$ cat config.mk
export PLATFORM = sky130hd
export DESIGN_NAME = hyperbus_read_ctrl
export DESIGN_NICKNAME = d
export VERILOG_FILES = /design/src/rtl/hyperbus_read_ctrl.sv
export SDC_FILE = /design/constraint.sdc
export NUM_CORES = 1
export LEC_CHECK = 0
export ABC_CLOCK_PERIOD_IN_PS = 6200
export CAP_MARGIN = 15
export CORE_UTILIZATION = 55
export DETAILED_ROUTE_END_ITERATION = 8
export GPL_ROUTABILITY_DRIVEN = 0
export PLACE_DENSITY = 0.92
export SLEW_MARGIN = 20
export SYNTH_ARGS = -nofsm -noshare
export SYNTH_HDL_FRONTEND = slang
export SYNTH_SLANG_ARGS = --single-unit
$ cat constraint.sdc
create_clock -name clk0 -period 6.2 [get_ports clk0]
set_input_delay 1.24 -clock clk0 [delete_from_list [all_inputs] [get_ports clk0]]
set_output_delay 1.24 -clock clk0 [all_outputs]
set_load 0.01 [all_outputs]
$ cat src/rtl/hyperbus_read_ctrl.sv
// HyperBus read-burst sequencer on the clk0 side: gates the RWDS capture path,
// drains the read CDC FIFO and forwards exactly the requested number of words.
//
// state | meaning
// IDLE  | waiting for a request; zero-length requests complete here
// READ  | capture enabled, popping FIFO words into the output stage
// FLUSH | capture gated off, dropping stray FIFO words, draining the output stage
// DONE  | one-cycle completion pulse (err_o alongside on timeout)
module hyperbus_read_ctrl #(
    parameter int LEN_W       = 16,
    parameter int TIMEOUT_CYC = 1024,
    parameter int FLUSH_CYC   = 8
) (
    input  logic             clk0,
    input  logic             rst_ni,
    input  logic             req_valid_i,
    input  logic [LEN_W-1:0] req_len_i,
    output logic             req_ready_o,
    input  logic             abort_i,
    output logic             read_clk_en_o,
    output logic             en_ddr_in_o,
    input  logic             fifo_valid_i,
    input  logic [15:0]      fifo_data_i,
    output logic             fifo_ready_o,
    output logic             rx_valid_o,
    output logic [15:0]      rx_data_o,
    input  logic             rx_ready_i,
    output logic             busy_o,
    output logic             done_o,
    output logic             err_o,
    output logic [LEN_W-1:0] rcvd_cnt_o
);

    typedef enum logic [1:0] {IDLE, READ, FLUSH, DONE} state_e;

    localparam int TW = (TIMEOUT_CYC > 2) ? $clog2(TIMEOUT_CYC) : 1;
    localparam int FW = $clog2(FLUSH_CYC + 1);
    // Down-counters: terminal count 0 means TIMEOUT_CYC-1 idle cycles / FLUSH_CYC cycles elapsed.
    localparam logic [TW-1:0] TO_LOAD = TW'(TIMEOUT_CYC - 2);
    localparam logic [FW-1:0] FL_LOAD = FW'(FLUSH_CYC - 1);

    state_e           state_q, state_d;
    logic [LEN_W-1:0] rem_q, rem_d;
    logic [LEN_W-1:0] rcvd_q, rcvd_d;
    logic [TW-1:0]    tcnt_q, tcnt_d;
    logic [FW-1:0]    fcnt_q, fcnt_d;
    logic             to_flag_q, to_flag_d;
    logic             rx_valid_q, rx_valid_d;
    logic [15:0]      rx_data_q, rx_data_d;
    logic             read_clk_en_q, en_ddr_in_q, en_d;
    logic             done_q, done_d;
    logic             err_q, err_d;
    logic             pop;

    assign fifo_ready_o = ((state_q == READ) && (rem_q != '0) && (!rx_valid_q || rx_ready_i))
                        || (state_q == FLUSH);
    assign pop          = fifo_valid_i && fifo_ready_o;

    always_comb begin
        state_d    = state_q;
        rem_d      = rem_q;
        rcvd_d     = rcvd_q;
        tcnt_d     = tcnt_q;
        fcnt_d     = fcnt_q;
        to_flag_d  = to_flag_q;
        rx_valid_d = rx_valid_q && !rx_ready_i;
        rx_data_d  = rx_data_q;
        done_d     = 1'b0;
        err_d      = 1'b0;

        case (state_q)
            IDLE: begin
                if (req_valid_i) begin
                    if (req_len_i != '0) begin
                        rem_d     = req_len_i;
                        rcvd_d    = '0;
                        tcnt_d    = TO_LOAD;
                        to_flag_d = 1'b0;
                        state_d   = READ;
                    end else begin
                        done_d = 1'b1;
                    end
                end
            end
            READ: begin
                // Abort wins over a same-cycle pop; that word is dropped.
                if (abort_i) begin
                    state_d = FLUSH;
                    fcnt_d  = FL_LOAD;
                end else if (pop) begin
                    rx_data_d  = fifo_data_i;
                    rx_valid_d = 1'b1;
                    rem_d      = rem_q - LEN_W'(1);
                    rcvd_d     = rcvd_q + LEN_W'(1);
                    tcnt_d     = TO_LOAD;
                    if (rem_q == LEN_W'(1)) begin
                        state_d = FLUSH;
                        fcnt_d  = FL_LOAD;
                    end
                end else if (tcnt_q == '0) begin
                    to_flag_d = 1'b1;
                    state_d   = FLUSH;
                    fcnt_d    = FL_LOAD;
                end else begin
                    tcnt_d = tcnt_q - TW'(1);
                end
            end
            FLUSH: begin
                if (fcnt_q != '0) begin
                    fcnt_d = fcnt_q - FW'(1);
                end else if (!rx_valid_q) begin
                    state_d = DONE;
                    done_d  = 1'b1;
                    err_d   = to_flag_q;
                end
            end
            DONE: begin
                state_d = IDLE;
            end
            default: begin
                state_d = IDLE;
            end
        endcase

        en_d = (state_d == READ);
    end

    always_ff @(posedge clk0 or negedge rst_ni) begin
        if (!rst_ni) begin
            state_q       <= IDLE;
            rem_q         <= '0;
            rcvd_q        <= '0;
            tcnt_q        <= '0;
            fcnt_q        <= '0;
            to_flag_q     <= 1'b0;
            rx_valid_q    <= 1'b0;
            rx_data_q     <= '0;
            read_clk_en_q <= 1'b0;
            en_ddr_in_q   <= 1'b0;
            done_q        <= 1'b0;
            err_q         <= 1'b0;
        end else begin
            state_q       <= state_d;
            rem_q         <= rem_d;
            rcvd_q        <= rcvd_d;
            tcnt_q        <= tcnt_d;
            fcnt_q        <= fcnt_d;
            to_flag_q     <= to_flag_d;
            rx_valid_q    <= rx_valid_d;
            rx_data_q     <= rx_data_d;
            read_clk_en_q <= en_d;
            en_ddr_in_q   <= en_d;
            done_q        <= done_d;
            err_q         <= err_d;
        end
    end

    assign req_ready_o   = (state_q == IDLE);
    assign busy_o        = (state_q != IDLE);
    assign read_clk_en_o = read_clk_en_q;
    assign en_ddr_in_o   = en_ddr_in_q;
    assign rx_valid_o    = rx_valid_q;
    assign rx_data_o     = rx_data_q;
    assign done_o        = done_q;
    assign err_o         = err_q;
    assign rcvd_cnt_o    = rcvd_q;

`ifndef SYNTHESIS
    // A FIFO word left waiting in READ for more than 4 cycles risks overflowing the CDC FIFO.
    logic [2:0] ovf_cnt_q;
    logic       ovf_risk;
    assign ovf_risk = (state_q == READ) && fifo_valid_i && !fifo_ready_o;

    always_ff @(posedge clk0 or negedge rst_ni) begin
        if (!rst_ni) begin
            ovf_cnt_q <= '0;
        end else if (!ovf_risk) begin
            ovf_cnt_q <= '0;
        end else if (ovf_cnt_q != 3'd7) begin
            ovf_cnt_q <= ovf_cnt_q + 3'd1;
        end
    end

    always @(posedge clk0) begin
        if (rst_ni) begin
            assert (!(ovf_risk && (ovf_cnt_q >= 3'd4)));
        end
    end
`endif

endmodule

[Yosys cells after proc, flatten, opt, wreduce, memory -nomap -nowiden]
Index checks and enable logic that the tools add are counted.
Widths: inputs -> output; s select.
Word-level totals
  output and inout bits: 40
  logic and storage cells: 100
  flip-flop bits (word level): 69
Cells by class
  eq/ne operators: 15
  reduce and logical (&&, ||, !) cells: 21
  add/sub/neg operators: 4
  multiplexer cells: 48
  bitwise operators: 1
Operator list (number)
  $mux 16: 8
  $pmux 16 s2: 2
  $mux 10: 5
  $reduce_bool 16->1: 2
  $mux 4: 5
  $pmux 10 s2: 1
  $add 16x1->16 const B: 1
  $eq 16x1->1 const B: 1
  $mux 2: 8
  $sub 16x1->16 const B: 1
  $mux 1: 15
  $logic_not 10->1: 1
  $reduce_and 5->1: 2
  $sub 10x1->10 const B: 1
  $ne 2x2->1 const B: 4
  $ne 4x3->1 const B: 2
  $pmux 2 s4: 1
  $pmux 4 s2: 1
  $ne 2x1->1 const B: 3
  $reduce_and 6->1: 1
  $reduce_bool 2->1: 3
  $eq 2x1->1 const B: 2
  $eq 2x2->1 const B: 2
  $logic_and 1x1->1: 4
  10 further kinds: 13

[Longest topological paths before layout]
Gate-level depths: netlist (run 1).
  word-level depth: 9
  depth in mapped cells: 11
  depth with buffers taken out: 8

[Least setup slack after synthesis (run 1)]
OpenSTA, ideal clock, no wires.
  kind: reg-to-output
  start: register rem_q[0]
  end: output port fifo_ready_o
  setup slack: 2.994 ns
  data required time: 4.960 ns
  buffers on the path: 1
  stages on the path, launching flop included: 8
  arrival: 1.966 ns
  cell sequence: dfrtp_1 inv_1 ha_1 or4b_2 or4_1 buf_2 nand3_1 nand2_1
On the way
  cells in the longest elaborated chain, start to end: 4
RTL lines
  start, declared: RTL line 43  | logic [LEN_W-1:0] rem_q, rem_d;
  start signal, assigned: RTL line 144  | rem_q <= rem_d;
  $reduce_bool 16->1: RTL line 55  | assign fifo_ready_o = ((state_q == READ) && (rem_q != '0) && (!rx_valid_q || rx_ready_i))
  $logic_and 1x1->1 (2 in series): RTL line 55
  $logic_or 1x1->1: RTL line 56  | || (state_q == FLUSH);
  end, declared: RTL line 24  | output logic fifo_ready_o,
No other way between the ends.

[Worst setup path after layout (run 1)]
Same ends and word-level chain as after synthesis.

==> results of run 1 <==
==> sequential cells by signal (all words and copies together), names as in the netlist, 2 cells and up <==
register,cells
rcvd_cnt_o,16
rem_q,16
state_q,2
fcnt_q,4
rx_data_o,16
tcnt_q,10
==> worst min path at each step <==
stage,startpoint,endpoint,depth (start not counted)
finish,rx_data_o[14]$_DFFE_PN0P_,rx_data_o[14]$_DFFE_PN0P_,1
global route,rx_data_o[14]$_DFFE_PN0P_,rx_data_o[14]$_DFFE_PN0P_,1
CTS,rx_data_o[14]$_DFFE_PN0P_,rx_data_o[14]$_DFFE_PN0P_,1
detailed placement,rx_data_o[6]$_DFFE_PN0P_,rx_data_o[6]$_DFFE_PN0P_,1
global placement,rx_data_o[7]$_DFFE_PN0P_,rx_data_o[7]$_DFFE_PN0P_,1
floorplan,to_flag_q$_DFFE_PN0P_,err_o$_DFF_PN0_,2
==> layer usage <==
metal  global-route usage  share of wire
met1                0.381           0.40
met2                0.463           0.50
met3               0.0643          0.077
met4                0.128          0.024
met5                    0              0
==> where the power goes <==
| group | switching (mW) | internal, mW | total, mW |
|---|---|---|---|
| clock network | 0.171 | 0.165 | 0.336 |
| registers | 0.132 | 0.589 | 0.721 |
| logic | 0.458 | 0.361 | 0.819 |
| total | 0.762 | 1.12 | 1.88 |
==> layout make-up <==
type                            instances  area (um^2)  area share
Sequential cell                        69         1730       0.373
Tap cell                               77         96.3      0.0208
Inverter                               13         48.8      0.0105
Clock buffer                           12          155      0.0335
Timing Repair Buffer                   81          796       0.172
Clock inverter                          4         22.5     0.00487
Multi-Input combinational cell        290         1780       0.385
==> critical path: stages (launching register included) <==
cell	delay, ns
dfrtp_1	0.43
inv_1	0.17
ha_1	0.19
or4b_2	0.57
or4_1	0.59
nand3_1	0.17
nand2_1	0.06
clkdlybuf4s50_1	0.48
==> placed cells by master (no fill, tap or decap), types with 2 or more instances in the layout <==
cell,count
a22oi_1,4
o211ai_1,2
or4_1,8
o32ai_1,3
a21oi_1,26
a22o_1,2
and2_1,2
clkdlybuf4s50_1,76
ha_1,6
or3_1,6
clkbuf_8,11
o21ai_0,7
or4b_2,2
xnor2_1,10
clkinv_2,3
nor2b_1,6
a41oi_1,2
mux2i_1,2
nor3_1,23
a31oi_1,4
xor2_1,5
and3_1,5
dfrtp_1,69
buf_4,4
nor3b_1,4
nand4_1,6
o21ai_1,24
nor4_1,11
nand2b_1,4
nand2_1,25
nor2_1,40
inv_1,13
nand3_1,17
mux2_1,16
==> cells by family after synthesis <==
family | after synthesis | synth area share
mux | 18 | 0.0548
flops | 69 | 0.472
simple gates | 166 | 0.235
buf+inv | 32 | 0.0401
xor+xnor | 15 | 0.0359
fa+ha+maj | 6 | 0.0205
compound gates | 85 | 0.141
==> metrics by stage <==
stage,utilization,cell area (um^2)
2_1_floorplan,-,3650
3_3_place_gp,0.697,4450
3_5_place_dp,0.697,4450
4_1_cts,0.725,4630
5_1_grt,0.725,4630
6_report,0.725,4630
==> metrics.yaml, run 1 <==
fin_crit_ns: 4.26
syn_area_um2: 3650
wire_per_inst_um: 17.7
period_share: 0.686
endpoint: "fifo_ready_o"
first_iter_violations: 387
fin_tns_setup_ns: 0
grt_pass1_vias: 3268
layout.cells.non_filler: 546
drive_gt1_frac: 0.0576
rsz0062_at_grt: "false"
grt_pass1_wl_um: 15900
num_rows: 29
layout.nets: 508
worstHoldPathType: "flop to flop"
end_kind: "primary output"
antenna_cells: 0
worstReg2RegEnd: "rem_q[1]$_DFFE_PN0P_"
synth_area_leader_cell: "dfrtp_1"
yosys-top-cells-area: "dfrtp_1 (47%), mux2_1 (4.9%), nor2_1 (4.1%), a21oi_1 (3.6%), o21ai_1 (3.3%)"
synth_cell_types: 53
cts_buffer_depth: 2
setup_violations: 0
crit_required_ns: 4.96
start_kind: "flop"
core_region_area_um2: 6390
cts_root_buffer: "clkbuf_8"
numCtsBuffers: 9
worstSkewPairLatency_ns: 0.36
ys_top_cells_by_count: "dfrtp_1 (69), nor2_1 (40), a21oi_1 (26)"
io_pins: 78
ys_ff_latch: 69
drv_cap: 0
max_slew_margin: 0.315
drt_wl_total_um: 9680
cts_sinks: 69
syn_avg_cell_area_um2: 9.35
clk_pin_slew_ns: 0.07
ys_warn_count: 0
fin_worst_skew_ns: 0.00954
gr-total-overflow: 0
leakagePower_nw: 1.83
grt_usage: 0.290
rr_worst_depth: 8
critPathMaxFanout: 6
area_growth_pct: 26.6
netlist.area_leader.share: 0.472
dr.pass1.iters: 5
cts_setup_buffers: 0
grt_start_max_net_pins: 70
drtAntennaViolNets: 0
synth_edf_count: 0
fp.dieW_um: 83.5
htree_levels: 3
syn_inst: 391
drc: 0
num_vias: 3388
cp-startpoint: "rem_q[0]$_DFFE_PN0P_"
place_ws_ns: 2.27
rr_startpoint: "rem_q[0]$_DFFE_PN0P_"
vdd_drop_max_mv: 0.360
critical_path_class: "flop to primary output"
ys_seq_area_frac: 0.472
fillers: 467
worst_slew_pin_slew_ns: 1.03
dieArea_um2: 6970
maxSlewViolCount: 0
cts_tree: "done"
power-per-cell-area_nw_per_um2: 406
ff2ff_setup_slack_ns: 2.78
hold_slack_ns: 0.492
hold_violations: 0
cts_resized: 0
synth.most_common_cell: "dfrtp_1"
dpl.hpwl_um: 6600
ys.flop_type: "dfrtp_1"
fin_ws_ns: 1.94
syn_nets: 435
arrival_ns: 3.02
place_inst: 530
holdBufCountCts: 0
io_buffers: 77
finalPower_mw: 1.88
vias_per_cell: 6.21
chipHeight_um: 83.5
start_util: 0.572
status: "finished clean"
antenna_found_initial: 0
fmax_mhz: 235
async_reset_ff_frac: 1.00
Power figures use the tool's default switching activity.
==> run 2, diff against run 1 <==
- ABC_CLOCK_PERIOD_IN_PS: 6200 -> 3550
- CORE_UTILIZATION: 55 -> 46
- PLACE_DENSITY: 0.92 -> 0.83
- clock period: 6.2 -> 3.55 ns (I/O delays scaled with it)
==> run 2 against run 1 <==
Against the previous run:
- non-clock buffer count up 6
- register-to-register slack worse by 2.2 ns
- first-iteration DRC count shrank 52%
- combinational power increased by 75%
- count of clock-buffer cells in the layout shrank 1
- sequential power is 73% higher
- sequential share of layout area fell by 1.1 points
- power up 85%
- final area up 3.2%
- via count down 3.5%
- global-route usage is 5.8 points lower
- worst hold slack lost 0.23 ns
- critical path type unchanged
- critical endpoint unchanged
- largest cell class unchanged
==> metrics.yaml, run 2 (synthesized netlist as in run 1, its figures left out) <==
status: "finished clean"
numCtsBuffers: 9  # unchanged
fin_worst_skew_ns: 0.0132  # +0.00366 ns
dieArea_um2: 8310  # +19%
holdBufCountCts: 0  # unchanged
mostFrequentLayoutCells: "clkdlybuf4s50_1 (75), dfrtp_1 (68), nor2_1 (40)"
fmax_mhz: 311
p_sw_mw: 1.30  # +71%
grt_start_max_net_pins: 55  # -21%
p_clk_frac: 0.228  # +0.049
clk_pin_slew_ns: 0.08  # about the same
maxSlewViolCount: 0  # unchanged
leakagePower_nw: 1.89  # +3.5%
path_buf_inv: 2  # unchanged
num_rows: 32  # +10%
io_pins: 78  # unchanged
vias_per_cell: 5.67  # -8.6%
power-per-cell-area_nw_per_um2: 728  # +79%
fin_ws_ns: 0.337  # -1.61 ns
worstSkewPairLatency_ns: 0.35  # about the same
grt_pass1_wl_um: 15200  # -4.5%
critical_path_class: "flop to primary output"
final_cell_area_um2: 4780  # +3.2%
start_kind: "flop"
wire_per_inst_um: 15.7  # -12%
vdd_drop_max_mv: 0.371  # +3.0%
crit_required_ns: 2.84  # -2.12 ns
start_util: 0.475  # -0.0969
fp.dieW_um: 91.1  # +9.1%
core_region_area_um2: 7690  # +20%
antenna_found_initial: 0  # unchanged
layout.nets: 514  # +1.2%
place_inst: 559  # +5.5%
seqPwrFrac: 0.360  # -0.024
critPathMaxFanout: 5  # -1
p_int_mw: 2.17  # +95%
hold_violations: 0  # unchanged
drive_gt1_frac: 0.0758  # +0.0182
final_common_cell: "clkdlybuf4s50_1"
max_slew_margin: 0.299  # -0.0158
max_stage_delay_ns: 0.58  # about the same
fin_tns_setup_ns: 0  # unchanged
rsz0062_at_grt: "false"
rr_worst_depth: 9  # +1
dpl.hpwl_um: 6360  # -3.7%
grt_usage: 0.232  # -0.0583
end_kind: "primary output"
gr-total-overflow: 0  # unchanged
worst_slew_pin_slew_ns: 1.05  # +0.0209 ns
cts_root_buffer: "clkbuf_8"
cts_tree: "done"
num_vias: 3271  # -3.5%
cts_sinks: 69  # unchanged
drv_cap: 0  # unchanged
arrival_ns: 2.50  # -0.52 ns
hold_slack_ns: 0.258  # -0.234 ns
slowest_stage: "or4b_2"
setup_violations: 0  # unchanged
cts_buffer_depth: 2  # unchanged
layout.cells.non_filler: 577  # +5.7%
path_cells: "inv_2 > ha_1 > or4b_2 > or4_1 > nand3_1 > nand2_1 > dlymetal6s2s_1"
io_buffers: 77  # unchanged
path_depth: 7  # unchanged
p_sw_frac: 0.375  # -0.0308
finalPower_mw: 3.48  # +85%
first_iter_violations: 186  # -52%
drt_wl_total_um: 9050  # -6.5%
fin_crit_ns: 3.21
area_growth_pct: 30.7
antenna_cells: 0  # unchanged
place_ws_ns: 0.219  # -2.05 ns
pwr-share-comb: 0.412  # -0.024
period_share: 0.905
grt_pass1_vias: 3142  # -3.9%
drtAntennaViolNets: 0  # unchanged
dr.pass1.iters: 5  # unchanged
place_area_um2: 4510  # +1.4%
final_util: 0.621  # -0.103
worstHoldPathType: "input port to async pin"
drc: 0  # unchanged
path_delay_family: "simple AND/OR/NAND/NOR gates"
chipHeight_um: 91.1  # +9.1%
htree_levels: 3  # unchanged
[run 2: changes by cell type in the layout (fill, tap and decap cells not counted)]
cell,change
bufinv_16,+3
clkinv_2,-3
dlymetal6s2s_1,+1
clkdlybuf4s50_1,-1
clkbuf_8,-1
dfrtp_2,+1
buf_4,+6
inv_1,-2
inv_6,+1
dfrtp_1,-1
inv_2,+2
[run 2: per-layer routing]
metal	track usage	share of wire	vias to the layer above
met1	0.303	0.45	1582
met2	0.383	0.49	107
met5	0	0	-
li1	-	-	1572
met4	0.0820	0.015	0
met3	0.0461	0.045	10
[run 2: worst paths after layout]
check | startpoint | endpoint | slack [ns]
worst min register to register | rx_data_o[1]$_DFFE_PN0P_ | rx_data_o[1]$_DFFE_PN0P_ | 0.49
max in group asynchronous | rst_ni | rem_q[0]$_DFFE_PN0P_ | 2.25
worst max-delay path | rem_q[0]$_DFFE_PN0P_ | fifo_ready_o | 0.34
worst min-delay path | rst_ni | rx_data_o[1]$_DFFE_PN0P_ | 0.26
worst max register to register | rem_q[0]$_DFFE_PN0P_ | tcnt_q[3]$_DFFE_PN0P_ | 0.54
min in group clk0 | rx_data_o[1]$_DFFE_PN0P_ | rx_data_o[1]$_DFFE_PN0P_ | 0.49
[run 2: worst register-to-register path, stage by stage (launching register included)]
cell and delay [ns]:
dfrtp_2 0.45, inv_2 0.10, ha_1 0.20, or4b_2 0.58, or4_1 0.46, buf_4 0.19, a21oi_4 0.26, nor2_1 0.29
nor3_1 0.26, nor3_1 0.09
[run 2: what timing repair did]
| action | 4_1_cts | 5_1_grt |
|---|---|---|
| endpoints found under the hold margin | 0 | 0 |
| gates resized for setup | 2 | 2 |
| pin swaps | 0 | 0 |
| endpoints found under the setup margin | 1 | 1 |
| setup buffers | 0 | 2 |
[run 2: power groups by stage]
| stage | Combinational (mW) | Clock, mW | Sequential [mW] |
|---|---|---|---|
| global placement | 1.36 | 0 | 1.25 |
| global route | 1.56 | 0.845 | 1.29 |
| floorplan | 0.843 | 0 | 1.26 |
| CTS | 1.42 | 0.804 | 1.25 |
| detailed placement | 1.41 | 0 | 1.26 |
| finish | 1.43 | 0.794 | 1.25 |
[run 2: final cells by class]
cell class,instances,area (um^2)
fillers,657,2910
multi-input cells,290,1780
flip-flops and latches,69,1730
repair buffers,87,843
clock buffers,11,141
well taps,102,128
clock inverters,5,106
inverters,13,48.8
